===== src/rtl/iomem_initiator.sv =====
`default_nettype none
// ============================================================================
//  Module      : iomem_initiator
//  Description : Second-requester initiator for the iomem peripheral bus.
//                Turns one word-access command into 1..256 iomem beats with a
//                4-byte address stride. Returns one response per beat with the
//                captured read data and a timeout error flag.
//  Revision    : 1.0 - initial release
// ============================================================================
module iomem_initiator #(
  parameter int unsigned TIMEOUT = 255
) (
  input  logic        ck,
  input  logic        resetn,
  // command stream
  input  logic        cmd_valid,
  output logic        cmd_ready,
  input  logic [31:0] cmd_addr,
  input  logic [31:0] cmd_wdata,
  input  logic [3:0]  cmd_wstrb,
  input  logic [7:0]  cmd_count,
  // response stream
  output logic        rsp_valid,
  input  logic        rsp_ready,
  output logic [31:0] rsp_data,
  output logic        rsp_err,
  output logic        rsp_last,
  output logic        busy,
  // iomem bus
  output logic        iomem_valid,
  input  logic        iomem_ready,
  output logic [3:0]  iomem_wstrb,
  output logic [31:0] iomem_addr,
  output logic [31:0] iomem_wdata,
  input  logic [31:0] iomem_rdata
);

  typedef enum logic [1:0] {
    IDLE = 2'd0,
    BUS  = 2'd1,
    RSP  = 2'd2
  } state_t;

  // Timer value seen during the last permitted valid cycle of a beat.
  localparam logic [15:0] c_TIMER_LAST = 16'(TIMEOUT - 1);

  state_t      r_state;
  state_t      w_state_next;

  logic        w_accept;
  logic        w_beat_done;
  logic        w_timeout;
  logic        w_rsp_hs;

  logic        r_cmd_ready;
  logic        r_busy;
  logic        r_valid;
  logic [31:0] r_addr;
  logic [31:0] r_wdata;
  logic [3:0]  r_wstrb;
  logic [7:0]  r_remaining;
  logic [15:0] r_timer;

  logic        r_rsp_valid;
  logic [31:0] r_rsp_data;
  logic        r_rsp_err;
  logic        r_rsp_last;

  // State register.
  always_ff @(posedge ck) begin
    if (!resetn) begin
      r_state <= IDLE;
    end else begin
      r_state <= w_state_next;
    end
  end

  // Next-state decode and the per-cycle events the datapath reacts to.
  // Ready is checked before the timeout so a ready on the final cycle wins.
  always_comb begin
    w_state_next = r_state;
    w_accept     = 1'b0;
    w_beat_done  = 1'b0;
    w_timeout    = 1'b0;
    w_rsp_hs     = 1'b0;
    case (r_state)
      IDLE: begin
        if (cmd_valid) begin
          w_accept     = 1'b1;
          w_state_next = BUS;
        end
      end
      BUS: begin
        if (iomem_ready) begin
          w_beat_done  = 1'b1;
          w_state_next = RSP;
        end else if (r_timer == c_TIMER_LAST) begin
          w_timeout    = 1'b1;
          w_state_next = RSP;
        end
      end
      RSP: begin
        if (rsp_ready) begin
          w_rsp_hs     = 1'b1;
          w_state_next = r_rsp_last ? IDLE : BUS;
        end
      end
      default: begin
        w_state_next = IDLE;
      end
    endcase
  end

  // Request side: latched command, beat address, remaining count, valid and
  // the per-beat valid-cycle timer.
  always_ff @(posedge ck) begin
    if (!resetn) begin
      r_valid     <= 1'b0;
      r_addr      <= 32'd0;
      r_wdata     <= 32'd0;
      r_wstrb     <= 4'd0;
      r_remaining <= 8'd0;
      r_timer     <= 16'd0;
    end else begin
      if (w_accept) begin
        r_valid     <= 1'b1;
        r_addr      <= cmd_addr & 32'hFFFF_FFFC;
        r_wdata     <= cmd_wdata;
        r_wstrb     <= cmd_wstrb;
        r_remaining <= cmd_count;
        r_timer     <= 16'd0;
      end else if (w_beat_done || w_timeout) begin
        r_valid <= 1'b0;
      end else if (r_state == BUS) begin
        r_timer <= r_timer + 16'd1;
      end else if (w_rsp_hs && !r_rsp_last) begin
        // Advance to the next beat; the address wraps naturally at 32 bits.
        r_valid     <= 1'b1;
        r_addr      <= r_addr + 32'd4;
        r_remaining <= r_remaining - 8'd1;
        r_timer     <= 16'd0;
      end
    end
  end

  // Response side: capture on completion or timeout, hold until handshake.
  always_ff @(posedge ck) begin
    if (!resetn) begin
      r_rsp_valid <= 1'b0;
      r_rsp_data  <= 32'd0;
      r_rsp_err   <= 1'b0;
      r_rsp_last  <= 1'b0;
    end else begin
      if (w_beat_done) begin
        r_rsp_valid <= 1'b1;
        r_rsp_data  <= iomem_rdata;
        r_rsp_err   <= 1'b0;
        r_rsp_last  <= (r_remaining == 8'd0);
      end else if (w_timeout) begin
        // A timed-out beat ends the command; remaining beats are dropped.
        r_rsp_valid <= 1'b1;
        r_rsp_data  <= 32'd0;
        r_rsp_err   <= 1'b1;
        r_rsp_last  <= 1'b1;
      end else if (w_rsp_hs) begin
        r_rsp_valid <= 1'b0;
      end
    end
  end

  // Command-side flags: busy spans acceptance to the final response handshake.
  always_ff @(posedge ck) begin
    if (!resetn) begin
      r_busy      <= 1'b0;
      r_cmd_ready <= 1'b1;
    end else begin
      if (w_accept) begin
        r_busy      <= 1'b1;
        r_cmd_ready <= 1'b0;
      end else if (w_rsp_hs && r_rsp_last) begin
        r_busy      <= 1'b0;
        r_cmd_ready <= 1'b1;
      end
    end
  end

  assign cmd_ready   = r_cmd_ready;
  assign busy        = r_busy;
  assign iomem_valid = r_valid;
  assign iomem_addr  = r_addr;
  assign iomem_wdata = r_wdata;
  assign iomem_wstrb = r_wstrb;
  assign rsp_valid   = r_rsp_valid;
  assign rsp_data    = r_rsp_data;
  assign rsp_err     = r_rsp_err;
  assign rsp_last    = r_rsp_last;

endmodule
`default_nettype wire


===== config.mk =====
export PLATFORM = sky130hd
export DESIGN_NAME = iomem_initiator
export DESIGN_NICKNAME = d
export VERILOG_FILES = /design/src/rtl/iomem_initiator.sv
export SDC_FILE = /design/constraint.sdc
export NUM_CORES = 1
export LEC_CHECK = 0
export CAP_MARGIN = 20
export CORE_MARGIN = 5
export CORE_UTILIZATION = 45
export CTS_CLUSTER_DIAMETER = 30
export CTS_CLUSTER_SIZE = 14
export DETAILED_ROUTE_END_ITERATION = 6
export GPL_TIMING_DRIVEN = 0
export PLACE_DENSITY = 0.82
export SETUP_SLACK_MARGIN = 0.02
export SYNTH_ARGS = -nofsm -noshare
export SYNTH_HDL_FRONTEND = slang
export SYNTH_SLANG_ARGS = --single-unit

===== constraint.sdc =====
create_clock -name ck -period 3.2 [get_ports ck]
set_input_delay 0.48 -clock ck [delete_from_list [all_inputs] [get_ports ck]]
set_output_delay 0.48 -clock ck [all_outputs]
set_load 0.05 [all_outputs]

==> results.rst, run 1 <==
.. list-table::
   :header-rows: 1

   * - Metric
     - Value
   * - Status
     - completed
   * - Wire length per cell
     - 15.68 um
   * - Final antenna-violating net count
     - 0
   * - Number of hold-repair buffers added at the cts stage
     - 0
   * - Fraction of met3 tracks used by global routing
     - 8.485%
   * - Post-synthesis instance area
     - 5542 um^2
   * - Crit path DAT
     - around 2.6 ns
   * - Instance count of the mapped netlist
     - 679
   * - H-tree depth reported by CTS
     - 4
   * - Starting density of the core
     - 45.94%
   * - Setup WS post-layout
     - a little under 0.9 ns
   * - First DRT Iteration DRCs
     - 378
   * - Vias/cell
     - 5.173
   * - CP max FO
     - 9
   * - # clock sinks
     - 130
   * - Critical Path Start Type
     - input pin
   * - Count of endpoints failing hold in the final timing report
     - 0
   * - GR Layer Usage met2
     - 37.72%
   * - Worst Skew
     - 0.007928 ns
   * - Slew at the pin with the worst max-slew slack
     - ~0.63 ns
   * - Worst slew slack as a fraction of its limit
     - roughly 58%
   * - Post-placement worst setup slack
     - about 0.47 ns
   * - Class of the most critical hold timing path
     - register to register
   * - Std-Cell Rows
     - 40
   * - Ratio of final minimum period to clock period
     - around 73%
   * - Aggregate routed wire length
     - 17130 um
   * - GRT Residual Overflow
     - 0
   * - Number of I/O pins
     - 219
   * - Overall die width
     - 121.0 um
   * - CTS tree
     - built
   * - Library cells used by synthesis
     - 51
   * - Proportion of synthesized flip-flops having asynchronous set or reset
     - 0%
   * - Dominant delay contributor by cell family on the critical path
     - simple AND/OR/NAND/NOR gates
   * - Kind of end point of the critical path
     - register
   * - Largest net degree at the start of global routing
     - 17
   * - Met1 track demand over resource in global routing
     - between 20% and 30%
   * - PortBufs
     - 213
   * - Top achievable clock speed
     - 0.4303 GHz
   * - Part of the power in combinational logic
     - 22.5%
   * - Startpoint-to-endpoint class of the critical path
     - input pin to register
   * - Worst hold stages
     - 2
   * - Critical-path cell with the highest stage delay
     - nor4_1
   * - Final setup violation count
     - 0
   * - Relative contribution of the clock network to total power
     - between 30 and 40%
   * - Layout area overhead
     - 51.64%
   * - Worst endpoint required time
     - 3.50 ns
   * - Number of enable flip-flop cells after synthesis
     - 0
   * - Total power per unit cell area
     - 540.9 nW/um^2
   * - Number of buffers inserted to repair setup after CTS
     - 0
   * - Last weighted congestion value of the routability-driven placer
     - 0.8437
   * - Maximum cell stage delay along the critical path
     - 0.59 ns
   * - Stages on the worst setup path
     - 6
   * - Post-synthesis sequential area ratio
     - 46.96%
   * - Routed vias
     - about 5600
   * - Number of buffers and inverters on the critical path
     - 1
   * - Warnings, synthesis
     - 0
   * - Number of buffers created by CTS
     - 17
   * - Leakage
     - 2.877 nW
   * - Clk Latency, worst-skew pair
     - ~0.42 ns
   * - Sequential fraction of design power
     - 40.1%
   * - Clock root cell
     - clkbuf_16
   * - Resized cells post-CTS
     - 0
   * - Full die area
     - 14630 um^2
   * - Share of post-route cells with drive strength above 1
     - 5.850%
   * - Total of flip-flops plus latches after synthesis
     - 130
   * - Die Span Y
     - 121.0 um
   * - Critical Path, Cell by Cell
     - clkdlybuf4s50_1 -> and4bb_1 -> nand4_1 -> nor4_1 -> xnor2_1 -> o21ai_1
   * - Prevailing post-synth register cell
     - dfxtp_1
   * - Worst IR drop on VDD
     - 345.2 uV
   * - Switching part of the total power
     - 30.71%
   * - Number of violations of the max-capacitance limit
     - 0
   * - Cell-internal power
     - between 0.003 and 0.004 W
   * - Minimum clock period after layout
     - 2.324 ns
   * - First-pass detailed-route iteration total
     - 5
   * - DP HPWL
     - 12720 um
   * - Maximum clock path buffer count
     - 2
   * - Via count of the first global-routing pass
     - 5397
   * - Core footprint
     - 12060 um^2
   * - First-pass GRT wire length
     - ~27000 um
   * - Cell count of the worst reg-to-reg path
     - 8
   * - Clock transition at the registers of the reported paths
     - 0.05 ns
   * - Switching component of the power
     - 0.001396 W
   * - Mapped Avg Cell Area
     - 8.161 um^2
   * - Top library cells by usage in the layout, fill and taps aside
     - clkdlybuf4s50_1 (213), nand2_1 (134), dfxtp_1 (130)
   * - Unrepaired setup endpoints after global routing
     - no
   * - Commonest non-fill, non-tap cell in the layout
     - clkdlybuf4s50_1
   * - Number of remaining DRC errors
     - 0
   * - Total routing resource utilization after global routing
     - 23.00%
   * - Initial antenna violation count
     - 1
   * - Slew Viols, Final
     - 0
   * - Setup TNS
     - 0 ns
   * - Number of nets in the layout
     - 1029
   * - Global routing's busiest layer
     - met2
## metrics by stage
step	util [%]	area, um^2	cells	power, W	hold WS (ns)
3_3_place_gp	65.39	7888	1061	0.002858	0.4411
6_report	69.67	8403	1092	0.004545	0.4516
2_1_floorplan	-	5545	680	0.002447	0.4735
5_1_grt	69.67	8403	1092	0.004728	0.4703
3_5_place_dp	65.39	7888	1061	0.002872	0.4457
4_1_cts	69.65	8401	1091	0.004566	0.4529
## flip-flops by register name, summed over array words and instances, names as in the netlist, 2 cells and up
name,cells
iomem_wdata,32
r_state,2
rsp_data,32
r_remaining,8
iomem_wstrb,4
r_timer,16
iomem_addr,30
## per-layer routing
| metal | part of all wire, % | up-vias | wire length (um) |
|---|---|---|---|
| met4 | 2.1 | 0 | 359 |
| met5 | 0 | - | 0 |
| met3 | 8.8 | 33 | 1506 |
| li1 | - | 2799 | - |
| met1 | 41 | 2607 | 7056 |
| met2 | 48 | 210 | 8205 |
## power by group through the flow
| stage | Sequential (W) | Combinational (W) | Clock (W) |
|---|---|---|---|
| floorplan | 0.00217 | 0.000279 | 0 |
| global placement | 0.00185 | 0.00101 | 0 |
| detailed placement | 0.00185 | 0.00102 | 0 |
| CTS | 0.00182 | 0.00102 | 0.00172 |
| global route | 0.00184 | 0.00108 | 0.00181 |
| finish | 0.00182 | 0.00102 | 0.00170 |
## tightest hold or removal path, delay by kind of cell (launching register included)
kind / cells / cell delay (ns)
compound gates: 1 / 0.05
flops: 1 / 0.30
simple gates: 1 / 0.05
## cells in the mapped netlist (2+ instances only)
| cell type | number | area, um^2 |
|---|---|---|
| and3_1 | 2 | 12.51 |
| xnor2_1 | 23 | 201.4 |
| nor2_1 | 39 | 146.4 |
| o2111ai_1 | 3 | 26.28 |
| buf_4 | 2 | 15.01 |
| nor2b_1 | 2 | 12.51 |
| nand2_1 | 134 | 503.0 |
| nand3_1 | 55 | 275.3 |
| nor4_1 | 4 | 25.02 |
| and4_1 | 4 | 35.03 |
| buf_1 | 9 | 33.78 |
| dfxtp_1 | 130 | 2603 |
| buf_2 | 4 | 20.02 |
| nand4_1 | 10 | 62.56 |
| a211oi_1 | 9 | 67.56 |
| or2_2 | 2 | 12.51 |
| a21oi_1 | 97 | 485.5 |
| o221ai_1 | 2 | 17.52 |
| buf_6 | 2 | 22.52 |
| nand3b_1 | 2 | 15.01 |
| o211ai_1 | 2 | 15.01 |
| a31oi_1 | 6 | 37.54 |
| clkbuf_1 | 34 | 127.6 |
| nor3_2 | 5 | 50.05 |
| and2_1 | 3 | 18.77 |
| nor3_1 | 13 | 65.06 |
| a311oi_1 | 2 | 17.52 |
| xor2_1 | 21 | 183.9 |
| o21ai_1 | 2 | 10.01 |
| o21ai_0 | 21 | 105.1 |
| or3b_1 | 2 | 17.52 |
| nor4_2 | 4 | 50.05 |
| inv_1 | 8 | 30.03 |
| ha_1 | 4 | 50.05 |
## worst paths after layout
path,startpoint,end,slack (ns)
worst max-delay path,rsp_ready,iomem_addr[31]$_SDFFE_PN0P_,0.88
worst min-delay path,iomem_wstrb[1]$_SDFFE_PN0P_,iomem_wstrb[1]$_SDFFE_PN0P_,0.45
worst max register to register,r_timer[0]$_SDFFE_PP0P_,rsp_err$_SDFFE_PP0P_,0.92
worst min register to register,iomem_wstrb[1]$_SDFFE_PN0P_,iomem_wstrb[1]$_SDFFE_PN0P_,0.45
## layout make-up
class	count	area (um^2)
fillers	966	3659
multi-input cells	490	2690
flip-flops and latches	130	2603
repair buffers	213	2132
clock buffers	23	478.0
plain buffers	51	219.0
well taps	168	210.2
clock inverters	7	35.03
inverters	9	33.78
diodes	1	2.502
## cells by family after synthesis
family	share of synthesized area (%)
AND/OR/NAND/NOR	25.85
AO/OA/AOI/OAI	14.70
flip-flops	46.96
buffers and inverters	4.561
XOR/XNOR	6.954
adder cells (fa/ha/maj)	0.9032
other	0.06767
Note: power is estimated with default switching activity, not from simulation.
==> run 2, diff against run 1 <==
--- a/config.mk
+++ b/config.mk
@@ -7,12 +7,12 @@
 export LEC_CHECK = 0
 export CAP_MARGIN = 20
 export CORE_MARGIN = 5
-export CORE_UTILIZATION = 45
+export CORE_UTILIZATION = 39
 export CTS_CLUSTER_DIAMETER = 30
 export CTS_CLUSTER_SIZE = 14
 export DETAILED_ROUTE_END_ITERATION = 6
 export GPL_TIMING_DRIVEN = 0
-export PLACE_DENSITY = 0.82
+export PLACE_DENSITY = 0.76
 export SETUP_SLACK_MARGIN = 0.02
 export SYNTH_ARGS = -nofsm -noshare
 export SYNTH_HDL_FRONTEND = slang
==> constraint.sdc (replaced) <==
create_clock -name ck -period 2.1 [get_ports ck]
set_input_delay 0.315 -clock ck [delete_from_list [all_inputs] [get_ports ck]]
set_output_delay 0.315 -clock ck [all_outputs]
set_load 0.05 [all_outputs]
==> run 2 against run 1 <==
Compared with the run above: sequential power increased by 53%; register-to-register slack lost 0.77 ns; largest power group is now the clock network; count of clock-buffer cells in the layout decreased by 1; critical path type is now register to output port; non-clock buffer count is 3 higher; clock skew decreased by 0.0013 ns; critical path depth fell by 5; first-iteration DRC count is 29% lower; cell count rose by 1.6%; core utilization shrank 7.8 points.
==> results.rst, run 2 (synthesis gave the netlist of run 1 again) <==
.. list-table::
   :header-rows: 1

   * - Metric
     - Value
   * - Clock transition at the registers of the reported paths
     - 0.06 ns (about the same)
   * - Layout area overhead
     - 55.63%
   * - Topmost layer with routed signal wires
     - met5
   * - Total power per unit cell area
     - 849.1 nW/um^2 (+57%)
   * - Total routing resource utilization after global routing
     - 20.98% (-2.0 points)
   * - Setup slack of the most critical reg-to-reg path
     - 0.15 ns (-0.77 ns)
   * - Top achievable clock speed
     - 0.4974 GHz
   * - Number of buffers and inverters on the critical path
     - 1 (unchanged)
   * - Vias/cell
     - 5.064 (-2.1%)
   * - First-pass GRT wire length
     - 27910 um (+3.8%)
   * - Share of post-route cells with drive strength above 1
     - 9.052% (+3.2 points)
   * - Full die area
     - 16690 um^2 (+14%)
   * - Number of remaining DRC errors
     - 0 (unchanged)
   * - Last weighted congestion value of the routability-driven placer
     - 0.8247 (-2.3%)
   * - Initial antenna violation count
     - 1 (unchanged)
   * - Cell count of the worst reg-to-reg path
     - 8 (unchanged)
   * - Setup TNS
     - 0 ns (unchanged)
   * - Clk Latency, worst-skew pair
     - 0.41 ns (about the same)
   * - Clock root cell
     - clkbuf_16
   * - Slew at the pin with the worst max-slew slack
     - 0.5974 ns (-0.03711 ns)
   * - Via count of the first global-routing pass
     - 5519 (+2.3%)
   * - Routed length on met3
     - 1652 um (+9.7%)
   * - Maximum clock path buffer count
     - 2 (unchanged)
   * - Top library cells by usage in the layout, fill and taps aside
     - clkdlybuf4s50_1 (208), nand2_1 (134), dfxtp_1 (118)
   * - Status
     - completed
   * - Number of buffers created by CTS
     - 17 (unchanged)
   * - Final antenna-violating net count
     - 0 (unchanged)
   * - Die Span Y
     - 129.2 um (+6.8%)
   * - CTS tree
     - built
   * - CP max FO
     - 6 (-3)
   * - Largest net degree at the start of global routing
     - 17 (unchanged)
   * - PortBufs
     - 213 (unchanged)
   * - Stages on the worst setup path
     - 1 (-5)
   * - Wire length per cell
     - 15.93 um (+1.6%)
   * - Dominant delay contributor by cell family on the critical path
     - buffers and inverters
   * - Sum of routed wire segments on met1
     - 7281 um (+3.2%)
   * - Number of nets in the layout
     - 1032 (+0.29%)
   * - H-tree depth reported by CTS
     - 4 (unchanged)
   * - Critical Path Start Type
     - register
   * - Final setup violation count
     - 0 (unchanged)
   * - R2R Path Start
     - r_state[1]$_SDFFE_PN0P_
   * - Worst Skew
     - 0.006592 ns (-0.001336 ns)
   * - Unrepaired setup endpoints after global routing
     - no
   * - Launching instance or port of the critical path
     - rsp_last$_SDFFE_PN0P_
   * - Critical Path, Cell by Cell
     - clkdlybuf4s50_1
   * - Std-Cell Rows
     - 43 (+7.5%)
   * - Worst endpoint required time
     - 1.78 ns (-1.72 ns)
   * - Starting density of the core
     - 39.77% (-6.2 points)
   * - Commonest non-fill, non-tap cell in the layout
     - clkdlybuf4s50_1
   * - Overall die width
     - 129.2 um (+6.8%)
   * - Number of I/O pins
     - 219 (unchanged)
   * - Kind of end point of the critical path
     - output port
   * - Number of hold-repair buffers added at the cts stage
     - 0 (unchanged)
   * - DP HPWL
     - 13010 um (+2.3%)
   * - First DRT Iteration DRCs
     - 270 (-29%)
   * - # clock sinks
     - 130 (unchanged)
   * - Crit path to
     - rsp_last
   * - Ratio of final minimum period to clock period
     - a little over nine tenths
   * - GRT Residual Overflow
     - 0 (unchanged)
   * - Slew Viols, Final
     - 0 (unchanged)
   * - Setup WS post-layout
     - 0.08974 ns (-0.7864 ns)
   * - Routed vias
     - 5616 (-0.58%)
   * - First-pass detailed-route iteration total
     - 5 (unchanged)
   * - Critical-path cell with the highest stage delay
     - clkdlybuf4s50_1
   * - Metal2 WL
     - 8396 um (+2.3%)
   * - FF-to-FF End
     - iomem_addr[7]$_SDFFE_PN0P_
   * - Maximum cell stage delay along the critical path
     - 0.86 ns (+0.27 ns)
   * - Core footprint
     - 13930 um^2 (+16%)
   * - Class of the most critical hold timing path
     - input pin to register
   * - Worst hold stages
     - 3 (+1)
   * - Crit path DAT
     - 1.70 ns (-0.93 ns)
   * - Overall Power
     - 0.007323 W (+61%)
   * - Worst IR drop on VDD
     - 568.1 uV (+65%)
   * - Leakage
     - 3.027 nW (+5.2%)
   * - Startpoint-to-endpoint class of the critical path
     - register to output port
   * - Worst slew slack as a fraction of its limit
     - 60.17% (+2.5 points)
   * - Count of endpoints failing hold in the final timing report
     - 0 (unchanged)
   * - Post-placement worst setup slack
     - -0.3677 ns (-0.8344 ns)
   * - Aggregate routed wire length
     - 17660 um (+3.1%)
   * - Number of violations of the max-capacitance limit
     - 0 (unchanged)
   * - Minimum clock period after layout
     - 2.010 ns
[run 2: changes by cell type in the layout (fill, tap and decap cells not counted), moves of 5 or more]
cell             delta
clkbuf_1            -8
dlymetal6s2s_1      +5
clkdlybuf4s50_1     -5
dfxtp_1            -12
buf_4               +6
dfxtp_2            +12
clkbuf_2            +7
[run 2: how the worst min path moves through the flow]
stage,start,to
2_1_floorplan,cmd_wdata[0],iomem_wdata[0]$_SDFFE_PN0P_
3_3_place_gp,iomem_wdata[13]$_SDFFE_PN0P_,iomem_wdata[13]$_SDFFE_PN0P_
3_5_place_dp,iomem_wdata[27]$_SDFFE_PN0P_,iomem_wdata[27]$_SDFFE_PN0P_
4_1_cts,resetn,iomem_addr[8]$_SDFFE_PN0P_
5_1_grt,resetn,iomem_addr[28]$_SDFFE_PN0P_
6_report,resetn,iomem_addr[28]$_SDFFE_PN0P_
[run 2: power breakdown]
| group | switching [W] | internal, W |
|---|---|---|
| Combinational | 0.000965 | 0.000598 |
| Sequential | 0.000141 | 0.00264 |
| Clock | 0.00106 | 0.00192 |
[run 2: area by class of cell]
| class | count | area, um^2 |
|---|---|---|
| fill | 1203 | 5310 |
| multi-input combinational | 490 | 2739 |
| sequential | 130 | 2618 |
| timing repair buffer | 218 | 2182 |
| clock buffer | 22 | 464.2 |
| buffer | 49 | 227.7 |
| tap | 180 | 225.2 |
| clock inverter | 10 | 132.6 |
| inverter | 9 | 33.78 |
| antenna | 1 | 2.502 |
[run 2: worst reg2reg max path, stage by stage, from the launching register on]
cell and delay [ns]:
dfxtp_1 0.30, buf_2 0.17, and4bb_2 0.33, clkbuf_4 0.26, nand4_1 0.21, buf_4 0.21, nor2_1 0.12, xnor2_1 0.13
a21oi_1 0.08
[run 2: routing by layer]
metal	up-vias	track usage (%)
met1	2571	25.54
met2	204	34.60
met3	25	7.461
met4	2	7.041
li1	2814	-
met5	-	0
[run 2: stage by stage]
stage               cell area, um^2  utilization, %  hold WS [ns]  instances
floorplan                      5560               -        0.4510        680
global placement               7918           56.82        0.4418       1073
detailed placement             7918           56.82        0.4464       1073
CTS                            8537           61.26        0.3376       1107
global route                   8622           61.87        0.3786       1108
finish                         8625           61.89        0.3571       1109
[run 2: what timing repair did]
action | 4_1_cts | 5_1_grt
setup endpoints to repair | 35 | 120
setup buffers | 2 | 3
gates cloned | 0 | 0
gates resized for setup | 2 | 31
pin swaps | 1 | 2
==> run 3, diff against run 2 <==
--- a/config.mk
+++ b/config.mk
@@ -11,9 +11,9 @@
 export CTS_CLUSTER_DIAMETER = 30
 export CTS_CLUSTER_SIZE = 14
 export DETAILED_ROUTE_END_ITERATION = 6
+export GPL_ROUTABILITY_DRIVEN = 0
 export GPL_TIMING_DRIVEN = 0
 export PLACE_DENSITY = 0.76
-export SETUP_SLACK_MARGIN = 0.02
 export SYNTH_ARGS = -nofsm -noshare
 export SYNTH_HDL_FRONTEND = slang
 export SYNTH_SLANG_ARGS = --single-unit
==> run 3 against run 2 <==
Compared with the run above: die area is the same; critical path depth did not move; sequential cell count unchanged; cell count is 0.18% lower; sequential share of layout area increased by 0.093 points; combinational power hardly changed; clock power about the same; sequential power about the same; hold slack worse by 0.0077 ns; global-route usage unchanged; core utilization down 0.19 points; critical path type unchanged; highest routed layer unchanged.
==> results.rst, run 3 (synthesis gave the netlist of run 1 again) <==
.. list-table::
   :header-rows: 1

   * - Metric
     - Value
   * - Status
     - completed
   * - Count of endpoints failing hold in the final timing report
     - 0 (unchanged)
   * - Placed Instances
     - 1073 (unchanged)
   * - Leakage
     - 2.957 nW (-2.3%)
   * - H-tree depth reported by CTS
     - 4 (unchanged)
   * - Number of nets in the layout
     - 1030 (-0.19%)
   * - First DRT Iteration DRCs
     - 324 (+20%)
   * - Worst slew slack as a fraction of its limit
     - 58.51% (-1.7 points)
   * - Wire length per cell
     - 15.98 um (+0.33%)
   * - Count of filler cells inserted in the layout
     - 1205 (+0.17%)
   * - First-pass detailed-route iteration total
     - 4 (-1)
   * - Critical-path cell with the highest stage delay
     - clkdlybuf4s50_1
   * - Slew Viols, Final
     - 0 (unchanged)
   * - Top achievable clock speed
     - 0.4833 GHz (-2.8%)
   * - Overall die width
     - 129.2 um (unchanged)
   * - Vias/cell
     - 5.057 (-0.14%)
   * - Ratio of final minimum period to clock period
     - 98.53% (+2.8 points)
   * - Minimum clock period after layout
     - 2.069 ns (+0.05882 ns)
   * - Setup slack of the most critical reg-to-reg path
     - 0.14 ns (about the same)
   * - Aggregate routed wire length
     - 17690 um (+0.15%)
   * - Core footprint
     - 13930 um^2 (unchanged)
   * - Startpoint-to-endpoint class of the critical path
     - register to output port
   * - Largest net degree at the start of global routing
     - 17 (unchanged)
   * - DP Area
     - 7918 um^2 (unchanged)
   * - Number of I/O pins
     - 219 (unchanged)
   * - CTS tree
     - built
   * - Number of buffers and inverters on the critical path
     - 1 (unchanged)
   * - Number of remaining DRC errors
     - 0 (unchanged)
   * - Worst Skew
     - 0.005605 ns (-0.0009873 ns)
   * - Layout area overhead
     - 55.16%
   * - Critical Path Start Type
     - register
   * - First-pass GRT wire length
     - 27910 um (unchanged)
   * - Share of post-route cells with drive strength above 1
     - 8.639% (-0.41 points)
   * - Top library cells by usage in the layout, fill and taps aside
     - clkdlybuf4s50_1 (212), nand2_1 (134), dfxtp_1 (118)
   * - Number of buffers created by CTS
     - 17 (unchanged)
   * - Cell Count, Final, Fillers Out
     - 1107 (-0.18%)
   * - Die Span Y
     - 129.2 um (unchanged)
   * - R2R Path Start
     - r_state[1]$_SDFFE_PN0P_
   * - Launching instance or port of the critical path
     - iomem_addr[4]$_SDFFE_PN0P_
   * - Routed vias
     - 5598 (-0.32%)
   * - Initial antenna violation count
     - 1 (unchanged)
   * - Unrepaired setup endpoints after global routing
     - no
   * - Design Area, Final
     - 8598 um^2 (-0.30%)
   * - GRT Residual Overflow
     - 0 (unchanged)
   * - Full die area
     - 16690 um^2 (unchanged)
   * - Class of the most critical hold timing path
     - input pin to register
   * - Maximum cell stage delay along the critical path
     - 0.88 ns (+0.02 ns)
   * - Post-route worst hold slack
     - 0.3493 ns (-0.007746 ns)
   * - Clock transition at the registers of the reported paths
     - 0.06 ns (about the same)
   * - Final antenna-violating net count
     - 0 (unchanged)
   * - Crit path DAT
     - 1.75 ns (+0.05 ns)
   * - Critical Path, Cell by Cell
     - clkdlybuf4s50_1
   * - Kind of end point of the critical path
     - output port
   * - Worst endpoint required time
     - 1.78 ns (about the same)
   * - Std-Cell Rows
     - 43 (unchanged)
   * - CP max FO
     - 7 (+1)
   * - Worst IR drop on VDD
     - 569.6 uV (+0.26%)
   * - Min-delay src
     - resetn
   * - Slew at the pin with the worst max-slew slack
     - 0.6224 ns (+0.02494 ns)
   * - DP HPWL
     - 13010 um (unchanged)
   * - Post-route core utilization
     - 61.70% (-0.19 points)
   * - Number of hold-repair buffers added at the cts stage
     - 0 (unchanged)
   * - Final setup violation count
     - 0 (unchanged)
   * - Maximum clock path buffer count
     - 2 (unchanged)
   * - Total routing resource utilization after global routing
     - 20.98% (unchanged)
   * - Total power per unit cell area
     - 851.7 nW/um^2 (+0.31%)
   * - Starting density of the core
     - 39.77% (unchanged)
   * - Number of violations of the max-capacitance limit
     - 0 (unchanged)
   * - PortBufs
     - 213 (unchanged)
   * - # clock sinks
     - 130 (unchanged)
   * - Clk Latency, worst-skew pair
     - 0.41 ns (about the same)
   * - Dominant delay contributor by cell family on the critical path
     - buffers and inverters
   * - Clock root cell
     - clkbuf_16
   * - Via count of the first global-routing pass
     - 5519 (unchanged)
   * - Commonest non-fill, non-tap cell in the layout
     - clkdlybuf4s50_1
## run 3: cell types whose count changed in the layout (fill, tap and decap cells not counted), sizes merged
cell,delta
clkbuf,-1
buf,-1
dlymetal6s2s,-4
clkdlybuf4s50,+4
## run 3: path summary, 6_finish.rpt
| path | cells after the start | to |
|---|---|---|
| worst max-delay path | 1 | iomem_addr[4] |
| worst min-delay path | 3 | iomem_addr[8]$_SDFFE_PN0P_ |
| worst max register to register | 8 | iomem_addr[7]$_SDFFE_PN0P_ |
| worst min register to register | 2 | iomem_wdata[28]$_SDFFE_PN0P_ |
## run 3: worst reg2reg max path, cell delays in order (launching register included)
cell,delay (ns)
dfxtp_1,0.30
buf_2,0.17
and4bb_1,0.34
clkbuf_4,0.27
nand4_1,0.20
buf_4,0.21
nor2_1,0.13
xnor2_1,0.13
a21oi_1,0.08
## run 3: cell type report
type,count,area (um^2),area share (%)
clock buffers,22,464.2,5.399
inverters,9,33.78,0.3929
flip-flops and latches,130,2618,30.44
multi-input cells,490,2739,31.85
plain buffers,49,226.5,2.634
diodes,1,2.502,0.02910
clock inverters,10,132.6,1.542
well taps,180,225.2,2.619
repair buffers,216,2157,25.09
## run 3: metal layers
layer | up-vias | share of wire [%] | track usage [%]
li1 | 2819 | - | -
met1 | 2552 | 42 | 25.54
met2 | 195 | 47 | 34.60
met3 | 30 | 8.8 | 7.461
met4 | 2 | 2.1 | 7.041
met5 | - | 0.062 | 0
## run 3: where the power goes
group | internal [W] | switching (W) | total [W]
combinational | 0.000596 | 0.000965 | 0.00156
sequential | 0.00264 | 0.000142 | 0.00278
clock | 0.00192 | 0.00106 | 0.00298
total | 0.00516 | 0.00217 | 0.00732
## run 3: per-stage QoR
| step | total power, W | TNS, ns | setup WS, ns |
|---|---|---|---|
| after floorplan | 0.003735 | 0 | 0.02031 |
| after global placement | 0.004374 | -12.63 | -0.3464 |
| after detailed placement | 0.004390 | -14.12 | -0.3677 |
| after CTS | 0.007394 | 0 | 0.01895 |
| after global routing | 0.007622 | 0 | 0.002179 |
| final | 0.007323 | 0 | 0.03092 |
## run 3: timing repair
action	CTS	global route
pin swaps	1	2
gates resized for setup	1	27
buffers inserted	2	1
endpoints found under the setup margin	32	111
hold endpoints to repair	0	0
